--- config.mk ---
export PLATFORM = sky130hd
export DESIGN_NAME = ibex_rf_wport_arb
export DESIGN_NICKNAME = d
export VERILOG_FILES = /design/src/rtl/ibex_pkg.sv /design/src/rtl/ibex_rf_wr_fifo.sv /design/src/rtl/ibex_rf_wport_arb.sv
export SDC_FILE = /design/constraint.sdc
export NUM_CORES = 1
export LEC_CHECK = 0
export ABC_AREA = 1
export CAP_MARGIN = 5
export CELL_PAD_IN_SITES_DETAIL_PLACEMENT = 1
export CELL_PAD_IN_SITES_GLOBAL_PLACEMENT = 1
export CORE_ASPECT_RATIO = 1.4
export CORE_UTILIZATION = 35
export DETAILED_ROUTE_END_ITERATION = 16
export PLACE_DENSITY_LB_ADDON = 0.1
export SYNTH_ARGS = -nofsm -noshare
export SYNTH_HDL_FRONTEND = slang
export SYNTH_HIERARCHICAL = 1
export SYNTH_SLANG_ARGS = --single-unit
export TNS_END_PERCENT = 50
--- constraint.sdc ---
create_clock -name clk_i -period 6 [get_ports clk_i]
set_input_delay 1.2 -clock clk_i [delete_from_list [all_inputs] [get_ports clk_i]]
set_output_delay 1.2 -clock clk_i [all_outputs]
set_load 0.005 [all_outputs]
--- src/rtl/ibex_pkg.sv ---
// Shared types for the register-file write-port arbiter and its park FIFO.
package ibex_pkg;

   // Widest RF address the shared request type can carry (up to 256 physical registers).
   localparam int unsigned RfAddrMaxW = 8;

   typedef struct packed {
      logic [RfAddrMaxW-1:0] waddr;
      logic [31:0]           wdata;
   } rf_wr_req_t;

   typedef enum logic [1:0] {
      RF_WR_SRC_NONE,
      RF_WR_SRC_WB,
      RF_WR_SRC_LSU_FIFO,
      RF_WR_SRC_LSU_BYP
   } rf_wr_src_e;

endpackage

--- src/rtl/ibex_rf_wr_fifo.sv ---
// Circular FIFO of parked RF write requests; exposes per-entry valid and address
// so the arbiter can build the pending-write mask.
module ibex_rf_wr_fifo
   import ibex_pkg::*;
#(
   parameter int unsigned Depth    = 2,
   parameter bit          ResetAll = 1'b0,
   localparam int unsigned LvlW    = $clog2(Depth + 1)
) (
   input  logic                  clk_i,
   input  logic                  rst_ni,
   input  logic                  push_i,
   input  rf_wr_req_t            push_data_i,
   input  logic                  pop_i,
   output rf_wr_req_t            head_o,
   output logic [Depth-1:0]      valid_o,
   output logic [RfAddrMaxW-1:0] entry_addr_o [Depth],
   output logic [LvlW-1:0]       level_o
);

   localparam int unsigned PtrW = (Depth > 1) ? $clog2(Depth) : 1;

   logic [PtrW-1:0]  wr_ptr_q, wr_ptr_d, rd_ptr_q, rd_ptr_d;
   logic [LvlW-1:0]  cnt_q, cnt_d;
   logic [Depth-1:0] valid_q, valid_d;
   rf_wr_req_t       mem_q [Depth];
   rf_wr_req_t       mem_d [Depth];

   function automatic logic [PtrW-1:0] ptr_next(input logic [PtrW-1:0] ptr);
      return (ptr == PtrW'(Depth - 1)) ? '0 : ptr + PtrW'(1);
   endfunction

   // Pop is applied before push so a full FIFO can accept a push into the slot it frees.
   always_comb begin
      wr_ptr_d = wr_ptr_q;
      rd_ptr_d = rd_ptr_q;
      valid_d  = valid_q;
      mem_d    = mem_q;
      if (pop_i) begin
         valid_d[rd_ptr_q] = 1'b0;
         rd_ptr_d          = ptr_next(rd_ptr_q);
      end
      if (push_i) begin
         valid_d[wr_ptr_q] = 1'b1;
         mem_d[wr_ptr_q]   = push_data_i;
         wr_ptr_d          = ptr_next(wr_ptr_q);
      end
      cnt_d = cnt_q + LvlW'(push_i) - LvlW'(pop_i);
   end

   always_ff @(posedge clk_i) begin
      if (!rst_ni) begin
         wr_ptr_q <= '0;
         rd_ptr_q <= '0;
         cnt_q    <= '0;
         valid_q  <= '0;
      end else begin
         wr_ptr_q <= wr_ptr_d;
         rd_ptr_q <= rd_ptr_d;
         cnt_q    <= cnt_d;
         valid_q  <= valid_d;
      end
   end

   always_ff @(posedge clk_i) begin
      if (!rst_ni && ResetAll) begin
         mem_q <= '{default: '0};
      end else begin
         mem_q <= mem_d;
      end
   end

   always_comb begin
      head_o  = mem_q[rd_ptr_q];
      valid_o = valid_q;
      level_o = cnt_q;
      for (int unsigned i = 0; i < Depth; i++) begin
         entry_addr_o[i] = mem_q[i].waddr;
      end
   end

`ifndef SYNTHESIS
   a_no_overflow: assert property (@(posedge clk_i) disable iff (!rst_ni)
      (push_i && (cnt_q == LvlW'(Depth))) |-> pop_i);
`endif

endmodule

--- src/rtl/ibex_rf_wport_arb.sv ---
// RF write-port arbiter: WB results (req/gnt) vs non-stallable LSU returns with a park FIFO.
// Optional perf ports/counter enabled by defining IBEX_RF_WPORT_ARB_PERF_EN.
module ibex_rf_wport_arb
   import ibex_pkg::*;
#(
   parameter int unsigned NumPhysicalRegs = 64,
   parameter int unsigned FifoDepth       = 2,
   parameter bit          ResetAll        = 1'b0,
   localparam int unsigned AW             = $clog2(NumPhysicalRegs),
   localparam int unsigned LvlW           = $clog2(FifoDepth + 1)
) (
   input  logic                       clk_i,
   input  logic                       rst_ni,
   input  logic                       wb_req_i,
   input  logic [AW-1:0]              wb_waddr_i,
   input  logic [31:0]                wb_wdata_i,
   output logic                       wb_gnt_o,
   input  logic                       lsu_we_i,
   input  logic [AW-1:0]              lsu_waddr_i,
   input  logic [31:0]                lsu_wdata_i,
   output logic                       rf_we_o,
   output logic [AW-1:0]              rf_waddr_o,
   output logic [31:0]                rf_wdata_o,
   output logic [NumPhysicalRegs-1:0] pending_o,
   output logic [LvlW-1:0]            fifo_level_o,
   output logic                       idle_o
`ifdef IBEX_RF_WPORT_ARB_PERF_EN
   ,
   output logic                       perf_wb_stall_o,
   output logic [31:0]                perf_park_cnt_o
`endif
);

   rf_wr_req_t            fifo_head, lsu_new, wb_new, lsu_req, sel_req;
   logic [FifoDepth-1:0]  fifo_valid;
   logic [RfAddrMaxW-1:0] fifo_addr [FifoDepth];
   logic [LvlW-1:0]       fifo_level;
   logic                  fifo_push, fifo_pop, fifo_empty, fifo_full;
   logic                  lsu_cand, wb_blocked, wb_wins, contested;
   logic                  rr_q, rr_d;
   logic [NumPhysicalRegs-1:0] pending;
   rf_wr_src_e            lsu_src, sel;

   ibex_rf_wr_fifo #(
      .Depth    (FifoDepth),
      .ResetAll (ResetAll)
   ) u_fifo (
      .clk_i        (clk_i),
      .rst_ni       (rst_ni),
      .push_i       (fifo_push),
      .push_data_i  (lsu_new),
      .pop_i        (fifo_pop),
      .head_o       (fifo_head),
      .valid_o      (fifo_valid),
      .entry_addr_o (fifo_addr),
      .level_o      (fifo_level)
   );

   always_comb begin
      pending = '0;
      for (int unsigned r = 0; r < NumPhysicalRegs; r++) begin
         for (int unsigned i = 0; i < FifoDepth; i++) begin
            if (fifo_valid[i] && (fifo_addr[i] == RfAddrMaxW'(r))) pending[r] = 1'b1;
         end
      end
   end

   // The LSU side is the FIFO head when anything is parked, otherwise the live load bypasses.
   always_comb begin
      lsu_new    = '{waddr: RfAddrMaxW'(lsu_waddr_i), wdata: lsu_wdata_i};
      wb_new     = '{waddr: RfAddrMaxW'(wb_waddr_i), wdata: wb_wdata_i};
      fifo_empty = (fifo_level == '0);
      fifo_full  = (fifo_level == LvlW'(FifoDepth));
      lsu_src    = fifo_empty ? (lsu_we_i ? RF_WR_SRC_LSU_BYP : RF_WR_SRC_NONE)
                              : RF_WR_SRC_LSU_FIFO;
      lsu_req    = fifo_empty ? lsu_new : fifo_head;
      lsu_cand   = (lsu_src != RF_WR_SRC_NONE);
      wb_blocked = pending[wb_waddr_i];
      contested  = wb_req_i && lsu_cand;

      if (!wb_req_i)                                     wb_wins = 1'b0;
      else if (!lsu_cand)                                wb_wins = 1'b1;
      else if (fifo_full || wb_blocked)                  wb_wins = 1'b0;
      else if (fifo_empty && (wb_new.waddr == lsu_req.waddr)) wb_wins = 1'b0;
      else                                               wb_wins = !rr_q;

      sel = wb_wins ? RF_WR_SRC_WB : lsu_src;
      // After a contested grant, preference moves to the side that lost.
      rr_d      = contested ? wb_wins : rr_q;
      fifo_pop  = (sel == RF_WR_SRC_LSU_FIFO);
      fifo_push = lsu_we_i && (sel != RF_WR_SRC_LSU_BYP);

      case (sel)
         RF_WR_SRC_WB:       sel_req = wb_new;
         RF_WR_SRC_LSU_FIFO,
         RF_WR_SRC_LSU_BYP:  sel_req = lsu_req;
         default:            sel_req = '0;
      endcase
   end

   always_ff @(posedge clk_i) begin
      if (!rst_ni) rr_q <= 1'b0;
      else         rr_q <= rr_d;
   end

   always_comb begin
      rf_we_o      = (sel != RF_WR_SRC_NONE);
      rf_waddr_o   = AW'(sel_req.waddr);
      rf_wdata_o   = sel_req.wdata;
      wb_gnt_o     = wb_wins;
      pending_o    = pending;
      fifo_level_o = fifo_level;
      idle_o       = fifo_empty && !wb_req_i;
   end

`ifdef IBEX_RF_WPORT_ARB_PERF_EN
   logic [31:0] park_cnt_q, park_cnt_d;

   always_comb begin
      park_cnt_d = park_cnt_q;
      if (fifo_push && (park_cnt_q != '1)) park_cnt_d = park_cnt_q + 32'd1;
      perf_wb_stall_o = wb_req_i && !wb_gnt_o;
      perf_park_cnt_o = park_cnt_q;
   end

   always_ff @(posedge clk_i) begin
      if (!rst_ni) park_cnt_q <= '0;
      else         park_cnt_q <= park_cnt_d;
   end
`endif

`ifndef SYNTHESIS
   a_wb_stable: assert property (@(posedge clk_i) disable iff (!rst_ni)
      (wb_req_i && !wb_gnt_o) |=> (wb_req_i && $stable(wb_waddr_i) && $stable(wb_wdata_i)));
`endif

endmodule

; ---- After elaboration in Yosys (flattened, before gate mapping)
; Cells that the tools add are included.
[word_totals]
register_bits = 87
in_bits = 80
out_inout_bits = 107
[classes]
addsub = 4
magnitude_cmp = 8
eq_ne = 132
mux = 153
bitwise = 5
reduce_logical = 144
[ops]
columns = op, n
row1 = $eq 8x6->1 const B, 64
row2 = $eq 8x5->1 const B, 32
row3 = $mux 40, 5
row4 = $mux 1, 137
row5 = $logic_and 1x1->1, 135
row6 = $eq 8x4->1 const B, 16
row7 = $bwmux 80, 1
row8 = $pmux 38 s2, 1
row9 = $eq 8x3->1 const B, 8
row10 = $demux 40 s1, 1
row11 = $eq 8x2->1 const B, 4
row12 = $eq 8x1->1 const B, 2
row13 = $logic_not 8->1, 2
row14 = $mux 2, 5
row15 = $eq 6x8->1, 1
row16 = $lt 6x7->1 const B, 1
row17 = $bmux 1 s6, 1
row18 = $eq 2x2->1 const B, 3
row19 = $ge 2x2->1 const B, 2
row20 = $lt 1x2->1 const B, 2
row21 = $not 1->2, 2
row22 = $reduce_bool 2->1, 2
row23 = $add 1x1->1 const B, 2
row24 = $add 2x1->2, 1
row25 = other kinds (13), 16

; ---- Longest topological paths before layout
; Gate-level depths: netlist (run 1).
[depth]
ltp_word = 16
depth_mapped = 25

; ---- Modules after synthesis
; The synthesis (run 1) kept the hierarchy.
[by_module_without_submodules]
columns = module, n_inst, cells_per_inst, area_each_um2, seq_area_each_um2
row1 = ibex_rf_wr_fifo, 1, 178, 3462.1, 2522.4
row2 = ibex_rf_wport_arb, 1, 762, 3286.9, 20.0

; ---- Worst setup path before layout (run 1)
; No wires, ideal clock.
[synth_timing]
path_kind = input-to-reg
from = input port wb_waddr_i[0]
to = register u_fifo.mem_q (netlist bit u_fifo/entry_addr_o[10]), enable pin
setup_time_ps = 395
t_arrival_ps = 3914
required_time_ps = 5605
path_slack_ps = 1691
cell_stages = 17
path_cell_list = buf_2 inv_1 clkbuf_1 o211ai_1 nand3_1 nand3_1 nand3_1 nand3_1 nand3_1 nand3_1 nand2_1 nand2_2 buf_2 a21oi_1 inv_1 or2_2 inv_1
[synth_via]
elab_chain_len = 9
word_cells_on_any_way = 12
cone_classes = eq/ne: 2 / mux: 7 / reduce/logical: 3
[synth_rtl]
columns = element, line_no
row1 = start: declaration, ibex_rf_wport_arb.sv:15  ; input logic [AW-1:0] wb_waddr_i,
row2 = $bmux 1 s6 / $eq 6x8->1 (equally long branches), "ibex_rf_wport_arb.sv:78, ibex_rf_wport_arb.sv:84"
row3 = $mux 1 (not written as such) / $logic_and 1x1->1 (equally long branches), "ibex_rf_wport_arb.sv:78, ibex_rf_wport_arb.sv:84"
row4 = $logic_or 1x1->1 / $mux 1 (equally long branches), "ibex_rf_wport_arb.sv:83, ibex_rf_wport_arb.sv:84"
row5 = $mux 1 *, ibex_rf_wport_arb.sv:83  ; else if (fifo_full || wb_blocked) wb_wins = 1'b0;
row6 = $mux 1 *, ibex_rf_wport_arb.sv:82  ; else if (!lsu_cand) wb_wins = 1'b1;
row7 = $mux 1 *, ibex_rf_wport_arb.sv:81  ; if (!wb_req_i) wb_wins = 1'b0;
row8 = $mux 2 *, ibex_rf_wport_arb.sv:87  ; sel = wb_wins ? RF_WR_SRC_WB : lsu_src;
row9 = $ne 2x2->1 *, ibex_rf_wport_arb.sv:91  ; fifo_push = lsu_we_i && (sel != RF_WR_SRC_LSU_BYP);
row10 = $logic_and 1x1->1 *, ibex_rf_wport_arb.sv:91
row11 = via fifo_push, ibex_rf_wport_arb.sv:38  ; logic fifo_push, fifo_pop, fifo_empty, fifo_full;
row12 = end signal: assignment, ibex_rf_wr_fifo.sv:69  ; mem_q <= mem_d;
row13 = end: declaration, ibex_rf_wr_fifo.sv:26  ; rf_wr_req_t mem_q [Depth];
; The timed path passes the listed nets; every way through them passes the cells marked *. The select of a mux whose other input is x is not followed.
; A chain may end at the register's enable or synchronous reset.

; ---- Worst setup path after layout (run 1)
[layout_timing]
from = input port wb_waddr_i[0]
to = output port rf_wdata_o[6]
[layout_via]
elab_chain_len = 10
word_cells_on_any_way = 15
cone_classes = eq/ne: 4 / mux: 8 / reduce/logical: 3
[layout_rtl]
columns = element, line_no
row1 = $bmux 1 s6 / $eq 6x8->1 (equally long branches), "ibex_rf_wport_arb.sv:78, ibex_rf_wport_arb.sv:84"
row2 = $mux 1 (not written as such) / $logic_and 1x1->1 (equally long branches), "ibex_rf_wport_arb.sv:78, ibex_rf_wport_arb.sv:84"
row3 = $logic_or 1x1->1 / $mux 1 (equally long branches), "ibex_rf_wport_arb.sv:83, ibex_rf_wport_arb.sv:84"
row4 = $mux 1 *, ibex_rf_wport_arb.sv:83
row5 = $mux 1 *, ibex_rf_wport_arb.sv:82
row6 = $mux 1 *, ibex_rf_wport_arb.sv:81
row7 = $mux 2 *, ibex_rf_wport_arb.sv:87
row8 = $eq 2x2->1, ibex_rf_wport_arb.sv:93  ; case (sel)
row9 = $reduce_or 2->1, ibex_rf_wport_arb.sv:93
row10 = $pmux 38 s2 *, ibex_rf_wport_arb.sv:93
row11 = end: declaration, ibex_rf_wport_arb.sv:23  ; output logic [31:0] rf_wdata_o,
; Mark *: on every way between the ends. The rest lies on a longest branch, timed or not. The select of a mux whose other input is x is not followed.

==> impl_metrics.py, run 1 <==
metrics = {
    "timing": {
        "finalCriticalPeriod_ps": 5337,
        "period_share_pct": 88.95,
        "setup_tns_ps": 0,
        "slew_viol_final": 0,
        "rsz0062_at_grt": "no",
        "final.setup_skew_ps": 7.650,
        "fmax_mhz": 187.4,
        "hold_ws_ps": 521.6,
        "relSlewSlack_pct": 42.43,
        "hold_viol_final": 0,
        "setup_violations": 0,
        "tightest_slew_ps": 862.6,
    },
    "floorplan": {
        "start_util_pct": 35.98,
        "fp.dieW_um": 119.1,
        "core_area_sq_um": 18680,
        "rows": 59,
        "ios": 187,
        "die-area_sq_um": 19760,
        "dieHeight_um": 165.9,
    },
    "placement": {
        "portBuffers": 186,
        "hpwl_um": 18700,
        "gp_congestion": 0.8721,
        "dp_cells": 1322,
    },
    "route": {
        "drc": 0,
        "vias_per_cell": 5.131,
        "routed_wl_um": 24610,
        "first_pass_iters": 5,
        "wire_per_inst_um": 18.36,
        "drt_iter0_markers": 370,
        "ant_nets": 0,
        "via_count": 6876,
    },
    "critical_path": {
        "path_cells": "clkdlybuf4s50_1 -> buf_4 -> nand3_1 -> nand3_1 -> nand3_1 -> nand3_1 -> nand3_1 -> nand3_1 -> nand3_1 -> a21oi_4 -> buf_4 -> nand2_1 -> nand2_1 -> clkdlybuf4s50_1",
        "cpLargestDelayFamily": "buffers and inverters",
        "arrival_ps": 4140,
        "critPathCaptureType": "output port",
        "critPathKind": "primary input to output port",
        "worstReg2RegStart": "u_fifo/valid_o[0]",
        "reg2regPathDepth": 17,
        "cp_slowest_stage_delay_ps": 500,
        "critPathLaunchType": "primary input",
        "cp_slowest_cell": "clkdlybuf4s50_1",
        "critPathRequiredTime_ps": 4800,
        "reg2reg_slack_ps": 2130,
        "r2r-end": "u_fifo/mem_q[13]",
        "critPathBufInv": 4,
        "crit_path_frequent_cell": "nand3_1",
        "crit_start": "wb_waddr_i[0]",
        "crit_fanout": 34,
    },
    "pwr": {
        "cellLeakagePower_nw": 4.019,
        "total_power_w": 0.002781,
        "ir_worst_vdd_v": 0.0002243,
        "powerDensity_nw_per_um2": 312.8,
    },
    "clocking": {
        "cts_tree": "yes",
        "clkTransAtPathRegs_ps": 60,
        "clockBufferDepth": 2,
        "post_cts_resized": 0,
        "insertion_delay_ps": 340,
        "htree_levels": 3,
        "cts_buffers": 9,
        "numClockSinks": 87,
        "cts_hold_repair.buffers": 0,
        "post_cts_buffers": 0,
        "cts_root_buf": "clkbuf_16",
    },
    "global_routing": {
        "grt_max_degree": 41,
        "grt_pass1_vias": 7077,
        "grt_pass1_wl_um": 38510,
        "grt_usage_pct": 25.24,
        "overflow": 0,
        "antenna_found_initial": 2,
    },
    "cells_and_area": {
        "area_growth_pct": 32.33,
        "layout-drive-gt1-share_pct": 8.410,
        "mostFrequentLayoutCell": "nand2_1",
        "nets": 1171,
        "final_cell_mix": "nand2_1 (397), nand3_1 (204), clkdlybuf4s50_1 (186)",
        "fin_cells": 1340,
    },
    "synthesis": {
        "synth_cells": 938,
        "syn_area_sq_um": 6719,
        "yosysWarnings": 6,
        "avgSynthCellArea_sq_um": 7.163,
    },
    "run": {
        "drv_cap": 0,
    },
    "worst_hold_path": {
        "min_to": "u_fifo/wr_ptr_q",
        "hold_depth": 2,
        "hold_class": "register to register",
        "worstHoldStart": "u_fifo/wr_ptr_q",
    },
    "outcome": {
        "status": "complete, no violations",
    },
}
## worst max path at each step
stage | to | slack, ps | depth (start not counted)
after detailed placement | rf_wdata_o[6] | 670 | 14
after floorplan | u_fifo/entry_addr_o[10] | 1690 | 17
after CTS | rf_wdata_o[6] | 650 | 14
after global routing | rf_wdata_o[4] | 430 | 14
after global placement | rf_wdata_o[6] | 700 | 14
final | rf_wdata_o[6] | 660 | 14
## power by group
| part | switching (W) | internal (W) | total, W |
|---|---|---|---|
| Clock | 0.000239 | 0.000283 | 0.000522 |
| Combinational | 0.000772 | 0.000647 | 0.00142 |
| Sequential | 0.0000600 | 0.000780 | 0.000840 |
| Total | 0.00107 | 0.00171 | 0.00278 |
## state kept, by name, indices dropped and copies added (netlist names)
signal               cells
u_fifo/level_o           2
u_fifo/rd_ptr_q          1
u_fifo/mem_q            64
u_fifo/entry_addr_o     16
u_fifo/wr_ptr_q          1
rr_q                     1
u_fifo/valid_o           2
## stage by stage
step / setup slack, ps / cell area [sq um] / utilization [%]
2_1_floorplan: 1691 / 6730 / -
3_3_place_gp: 695.4 / 8612 / 46.11
3_5_place_dp: 667.4 / 8612 / 46.11
4_1_cts: 654.6 / 8886 / 47.58
5_1_grt: 427.8 / 8891 / 47.61
6_report: 662.7 / 8891 / 47.61
## worst min-delay path, stage by stage, from the launching register on
cell     delay, ps
dfxtp_1        320
nor2_1         110
nor3_1          50
## metal layers
metal  vias up  track usage [%]  part of all wire [%]
li1       3367                -                     -
met1      3226            27.50                    39
met2       227            46.18                    51
met3        56            3.468                   4.7
met4         0            14.36                   5.5
met5         -                0                     0
## cell type report
type                    count  area (sq um)
diodes                      2         5.005
clock inverters             6         45.04
fillers                  2341          9786
multi-input cells         737          3573
repair buffers            202          1994
well taps                 244         305.3
clock buffers              10         229.0
flip-flops and latches     87          2544
inverters                  52         195.2
(Power assumes the default switching activity.)
==> run 2: changes to the inputs <==
--- a/config.mk
+++ b/config.mk
@@ -15,2 +15,3 @@
 export PLACE_DENSITY_LB_ADDON = 0.1
+export SLEW_MARGIN = 30
 export SYNTH_ARGS = -nofsm -noshare
--- a/constraint.sdc
+++ b/constraint.sdc
@@ -3,2 +3,2 @@
 set_output_delay 1.2 -clock clk_i [all_outputs]
-set_load 0.005 [all_outputs]
+set_load 0.02 [all_outputs]
==> impl_metrics.py, run 2 (synthesis gave the netlist of run 1 again) <==
metrics = {
    "timing": {
        "setup_tns_ps": 0,
        "period_share_pct": 91.64,
        "setup_violations": 0,
        "fmax_mhz": 181.9,
        "slew_viol_final": 0,
        "finalCriticalPeriod_ps": 5499,
        "hold_viol_final": 0,
        "rsz0062_at_grt": "no",
        "tightest_slew_ps": 893.9,
        "final.setup_skew_ps": 6.072,
        "relSlewSlack_pct": 40.34,
    },
    "worst_hold_path": {
        "hold_class": "register to register",
        "hold_depth": 2,
        "min_to": "u_fifo/valid_o[1]",
        "worstHoldStart": "u_fifo/wr_ptr_q",
    },
    "critical_path": {
        "reg2regPathDepth": 19,
        "critPathKind": "primary input to output port",
        "critPathRequiredTime_ps": 4800,
        "crit_path_frequent_cell": "nand3_1",
        "critPathCaptureType": "output port",
        "crit_fanout": 34,
        "worstReg2RegStart": "u_fifo/entry_addr_o[9]",
        "reg2reg_slack_ps": 1850,
        "r2r-end": "u_fifo/mem_q[18]",
        "critPathBufInv": 4,
        "cpLargestDelayFamily": "buffers and inverters",
        "arrival_ps": 4300,
        "cp_slowest_cell": "clkdlybuf4s50_1",
        "critPathLaunchType": "primary input",
        "path_cells": "clkdlybuf4s50_1 -> buf_4 -> nand3_1 -> nand3_1 -> nand3_1 -> nand3_1 -> nand3_1 -> nand3_1 -> nand3_1 -> a21oi_4 -> buf_4 -> nand2_1 -> nand2_1 -> clkdlybuf4s50_1",
        "cp_slowest_stage_delay_ps": 630,
    },
    "route": {
        "routed_wl_um": 25050,
        "vias_per_cell": 5.147,
        "wire_per_inst_um": 18.71,
        "via_count": 6892,
        "first_pass_iters": 4,
        "ant_nets": 0,
        "drc": 0,
        "drt_iter0_markers": 313,
    },
    "clocking": {
        "post_cts_buffers": 0,
        "cts_hold_repair.buffers": 0,
        "insertion_delay_ps": 340,
        "cts_buffers": 9,
        "cts_tree": "yes",
        "htree_levels": 3,
        "numClockSinks": 87,
        "cts_root_buf": "clkbuf_16",
        "clockBufferDepth": 2,
        "clkTransAtPathRegs_ps": 60,
        "post_cts_resized": 0,
    },
    "outcome": {
        "status": "complete, no violations",
    },
    "cells_and_area": {
        "layout-drive-gt1-share_pct": 8.493,
        "regMostFlops": "u_fifo/mem_q",
        "mostFrequentLayoutCell": "nand2_1",
        "largest_reg_flops": 64,
        "fin_cells": 1339,
        "num_antenna_cells": 0,
        "nets": 1172,
        "final_cell_mix": "nand2_1 (397), nand3_1 (204), clkdlybuf4s50_1 (186)",
        "area_growth_pct": 33.05,
    },
    "floorplan": {
        "start_util_pct": 35.98,
        "core_area_sq_um": 18680,
        "dieHeight_um": 165.9,
        "fp.dieW_um": 119.1,
        "rows": 59,
        "ios": 187,
        "die-area_sq_um": 19760,
    },
    "pwr": {
        "cellLeakagePower_nw": 4.054,
        "ir_worst_vdd_v": 0.0002485,
        "powerDensity_nw_per_um2": 339.1,
    },
    "run": {
        "drv_cap": 0,
    },
    "placement": {
        "dp_cells": 1323,
        "hpwl_um": 18990,
        "portBuffers": 186,
        "gp_congestion": 0.9078,
    },
    "global_routing": {
        "grt_max_degree": 41,
        "grt_usage_pct": 26.00,
        "overflow": 0,
        "grt_pass1_wl_um": 39630,
        "antenna_found_initial": 0,
        "grt_pass1_vias": 7240,
    },
}
[run 2: changes by cell type in the layout (fill, tap and decap cells not counted)]
| cell | previous run | this run |
|---|---|---|
| diode_2 | 2 | 0 |
| buf_4 | 15 | 16 |
| clkinv_4 | 0 | 1 |
| clkbuf_1 | 1 | 0 |
| clkinv_1 | 2 | 3 |
| bufinv_16 | 0 | 2 |
| clkinvlp_4 | 3 | 0 |
[run 2: per-stage QoR]
step / utilization [%] / area, sq um / worst slack [ps] / hold slack, ps / total power (W)
2_1_floorplan: - / 6730 / 1691 / 434.2 / 0.001899
3_3_place_gp: 46.15 / 8620 / 533.3 / 493.8 / 0.002427
3_5_place_dp: 46.15 / 8620 / 559.7 / 505.0 / 0.002448
4_1_cts: 47.87 / 8940 / 506.1 / 533.1 / 0.003068
5_1_grt: 47.87 / 8940 / 292.8 / 558.8 / 0.003222
6_report: 47.87 / 8940 / 501.4 / 531.5 / 0.003031
[run 2: cell type report]
class	count	area, sq um
tap	244	305.3
multi-input combinational	737	3573
fill	2322	9737
clock inverter	7	95.09
inverter	52	195.2
timing repair buffer	203	2002
clock buffer	9	225.2
sequential	87	2544
[run 2: routing by layer]
metal,vias up,track usage [%],wire length (um),part of all wire (%)
li1,3372,-,-,-
met4,0,15.19,1466,5.9
met5,-,0,0,0
met3,53,3.434,971,3.9
met1,3256,28.14,9524,38
met2,211,47.72,13090,52
[run 2: worst max path at each step]
stage                              from                 endpoint  slack, ps  cells past startpoint
after detailed placement  wb_waddr_i[0]            rf_waddr_o[5]        560                     14
after global routing      wb_waddr_i[3]            rf_waddr_o[0]        290                     14
after CTS                 wb_waddr_i[0]            rf_waddr_o[4]        510                     14
final                     wb_waddr_i[0]            rf_waddr_o[4]        500                     14
after floorplan           wb_waddr_i[0]  u_fifo/entry_addr_o[10]       1690                     17
after global placement    wb_waddr_i[3]            rf_waddr_o[3]        530                     14
[run 2: tightest hold or removal path, delay by kind of cell, from the launching register on]
family           cells  cell delay, ps
flip-flops           1             320
AND/OR/NAND/NOR      1              90
AO/OA/AOI/OAI        1              70
[run 2: power by group]
part           internal, W  leakage [nW]  total, W  switching [W]
registers         0.000780         0.795  0.000843      0.0000627
clock network     0.000366         0.158  0.000602       0.000236
logic             0.000652          3.10   0.00159       0.000934
total              0.00180          4.05   0.00303        0.00123
==> run 3: changes to the inputs <==
SYNTH_HIERARCHICAL = not set   (was 1)
==> impl_metrics.py, run 3 <==
metrics = {
    "cells_and_area": {
        "num_antenna_cells": 0,
        "layout-drive-gt1-share_pct": 3.959,
        "multiInputGateArea_sq_um": 2850,
        "nFillCells": 1997,
        "register_area_sq_um": 2424,
        "mostFrequentLayoutCell": "nand2_1",
        "area_growth_pct": 42.45,
        "largest_reg_flops": 64,
        "nets": 1062,
        "fin_area_sq_um": 8019,
        "fin_cells": 1181,
        "final_cell_mix": "nand2_1 (329), clkdlybuf4s50_1 (186), nand3_1 (161)",
        "regMostFlops": "u_fifo.mem_q",
    },
    "placement": {
        "portBuffers": 186,
        "gp_congestion": 0.8805,
        "placed_cell_area_sq_um": 7685,
        "hpwl_um": 15760,
        "pre_cts_slack_ps": 428.6,
        "dp_cells": 1165,
    },
    "synthesis": {
        "seq_area_frac_synth_pct": 43.03,
        "ys.flop_type": "edfxtp_1",
        "synth_top_area_share_pct": 40.54,
        "synth_area_leader_cell": "edfxtp_1",
        "netlist-cell-type-count": 28,
        "syn_area_sq_um": 5629,
        "synth_most_common_cell": "nand2_1",
        "synth_area_leaders": "edfxtp_1 (41%), nand2_1 (22%), nand3_1 (14%)",
        "synth_cells": 812,
        "avgSynthCellArea_sq_um": 6.932,
        "ys_seq_elements": 83,
        "synth_edf_count": 76,
        "synth_nets": 894,
        "postSynth.asyncResetShare_pct": 0,
        "yosysWarnings": 0,
        "synth_commonest_cells": "nand2_1 (330), nand3_1 (161), edfxtp_1 (76)",
    },
    "critical_path": {
        "crit_fanout": 32,
        "critPathKind": "primary input to output port",
        "critPathCaptureType": "output port",
        "critPathRequiredTime_ps": 4800,
        "reg2reg_slack_ps": 2160,
        "arrival_ps": 4420,
        "critPathLaunchType": "primary input",
    },
    "global_routing": {
        "overflow": 0,
        "grt_pass1_wl_um": 33150,
        "grt_pass1_vias": 6314,
        "antenna_found_initial": 0,
        "grt_usage_pct": 25.93,
        "grt_max_degree": 45,
    },
    "pwr": {
        "ir_worst_vdd_v": 0.0002328,
        "powerDensity_nw_per_um2": 344.7,
        "cellLeakagePower_nw": 3.339,
    },
    "timing": {
        "final.setup_skew_ps": 5.127,
        "tightest_slew_ps": 888.5,
        "hold_viol_final": 0,
        "setup_violations": 0,
        "slew_viol_final": 0,
        "hold_ws_ps": 503.3,
        "rsz0062_at_grt": "no",
        "finalCriticalPeriod_ps": 5621,
        "period_share_pct": 93.69,
        "setup_tns_ps": 0,
        "fin_ws_ps": 378.7,
        "fmax_mhz": 177.9,
        "relSlewSlack_pct": 40.71,
    },
    "floorplan": {
        "fp.dieW_um": 109.2,
        "core_area_sq_um": 15680,
        "start_util_pct": 35.91,
        "ios": 187,
        "rows": 54,
        "die-area_sq_um": 16600,
        "dieHeight_um": 152.1,
    },
    "run": {
        "drv_cap": 0,
    },
    "outcome": {
        "status": "complete, no violations",
    },
    "clocking": {
        "clkTransAtPathRegs_ps": 60,
        "cts_root_buf": "clkbuf_16",
        "htree_levels": 3,
        "cts_hold_repair.buffers": 0,
        "insertion_delay_ps": 330,
        "cts_tree": "yes",
        "post_cts_resized": 0,
        "numClockSinks": 83,
        "clockBufferDepth": 2,
        "post_cts_buffers": 0,
        "cts_buffers": 9,
    },
    "worst_hold_path": {
        "hold_class": "register to register",
    },
    "route": {
        "via_count": 6231,
        "ant_nets": 0,
        "vias_per_cell": 5.276,
        "drc": 0,
        "first_pass_iters": 5,
        "wire_per_inst_um": 17.86,
        "routed_wl_um": 21100,
        "drt_iter0_markers": 250,
    },
}
==> run 3: critical path: stages <==
cell	delay, ps
clkdlybuf4s50_1	490
clkinv_1	480
nand3_1	280
nand3_1	110
nand3_1	180
nand3_1	110
nand3_1	140
nand3_2	120
nand2_1	90
nand2_2	60
nand2_2	100
buf_4	330
o21ai_0	140
clkdlybuf4s50_1	570
==> run 3: power by group <==
group	total, W	leakage [nW]	switching, W	internal [W]
Combinational	0.00135	2.42	0.000841	0.000513
Sequential	0.000802	0.758	0.0000579	0.000744
Clock	0.000609	0.164	0.000205	0.000403
==> run 3: cell type report <==
cell class	instances	area share, %
Multi-Input combinational cell	645	35.54
Sequential cell	83	30.22
Timing Repair Buffer	199	25.06
Tap cell	196	3.058
Clock buffer	10	2.855
Inverter	42	1.966
Clock inverter	6	1.295
==> run 3: logic make-up after synthesis <==
family                   after synthesis  share of synthesized area (%)
AND/OR/NAND/NOR                      539                          40.12
XOR/XNOR                               2                         0.3112
AO/OA/AOI/OAI                        101                          9.535
flip-flops                            83                          43.03
buffers and inverters                 84                          6.379
multiplexers                           1                         0.1778
adder cells (fa/ha/maj)                2                         0.4445
==> run 3: stage by stage <==
stage / total power, W / util [%]
floorplan: 0.001581 / -
global placement: 0.002145 / 49.03
detailed placement: 0.002170 / 49.03
CTS: 0.002796 / 51.15
global route: 0.002931 / 51.16
finish: 0.002764 / 51.16
==> run 3: metal layers <==
layer  track usage, %  wire (um)  vias to the layer above
met3            3.947       1039                       47
met1            29.06       8093                     2897
li1                 -          -                     3075
met4            12.00        830                        0
met2            46.90      11130                      212
met5                0          0                        -
==> run 3: worst paths after layout <==
check,cells past startpoint,start,to
worst max register to register,19,u_fifo.level_o[0],u_fifo.mem_q[19]
worst min-delay path,2,u_fifo.wr_ptr_q,u_fifo.wr_ptr_q
worst max-delay path,14,wb_waddr_i[1],rf_wdata_o[22]
worst min register to register,2,u_fifo.wr_ptr_q,u_fifo.wr_ptr_q
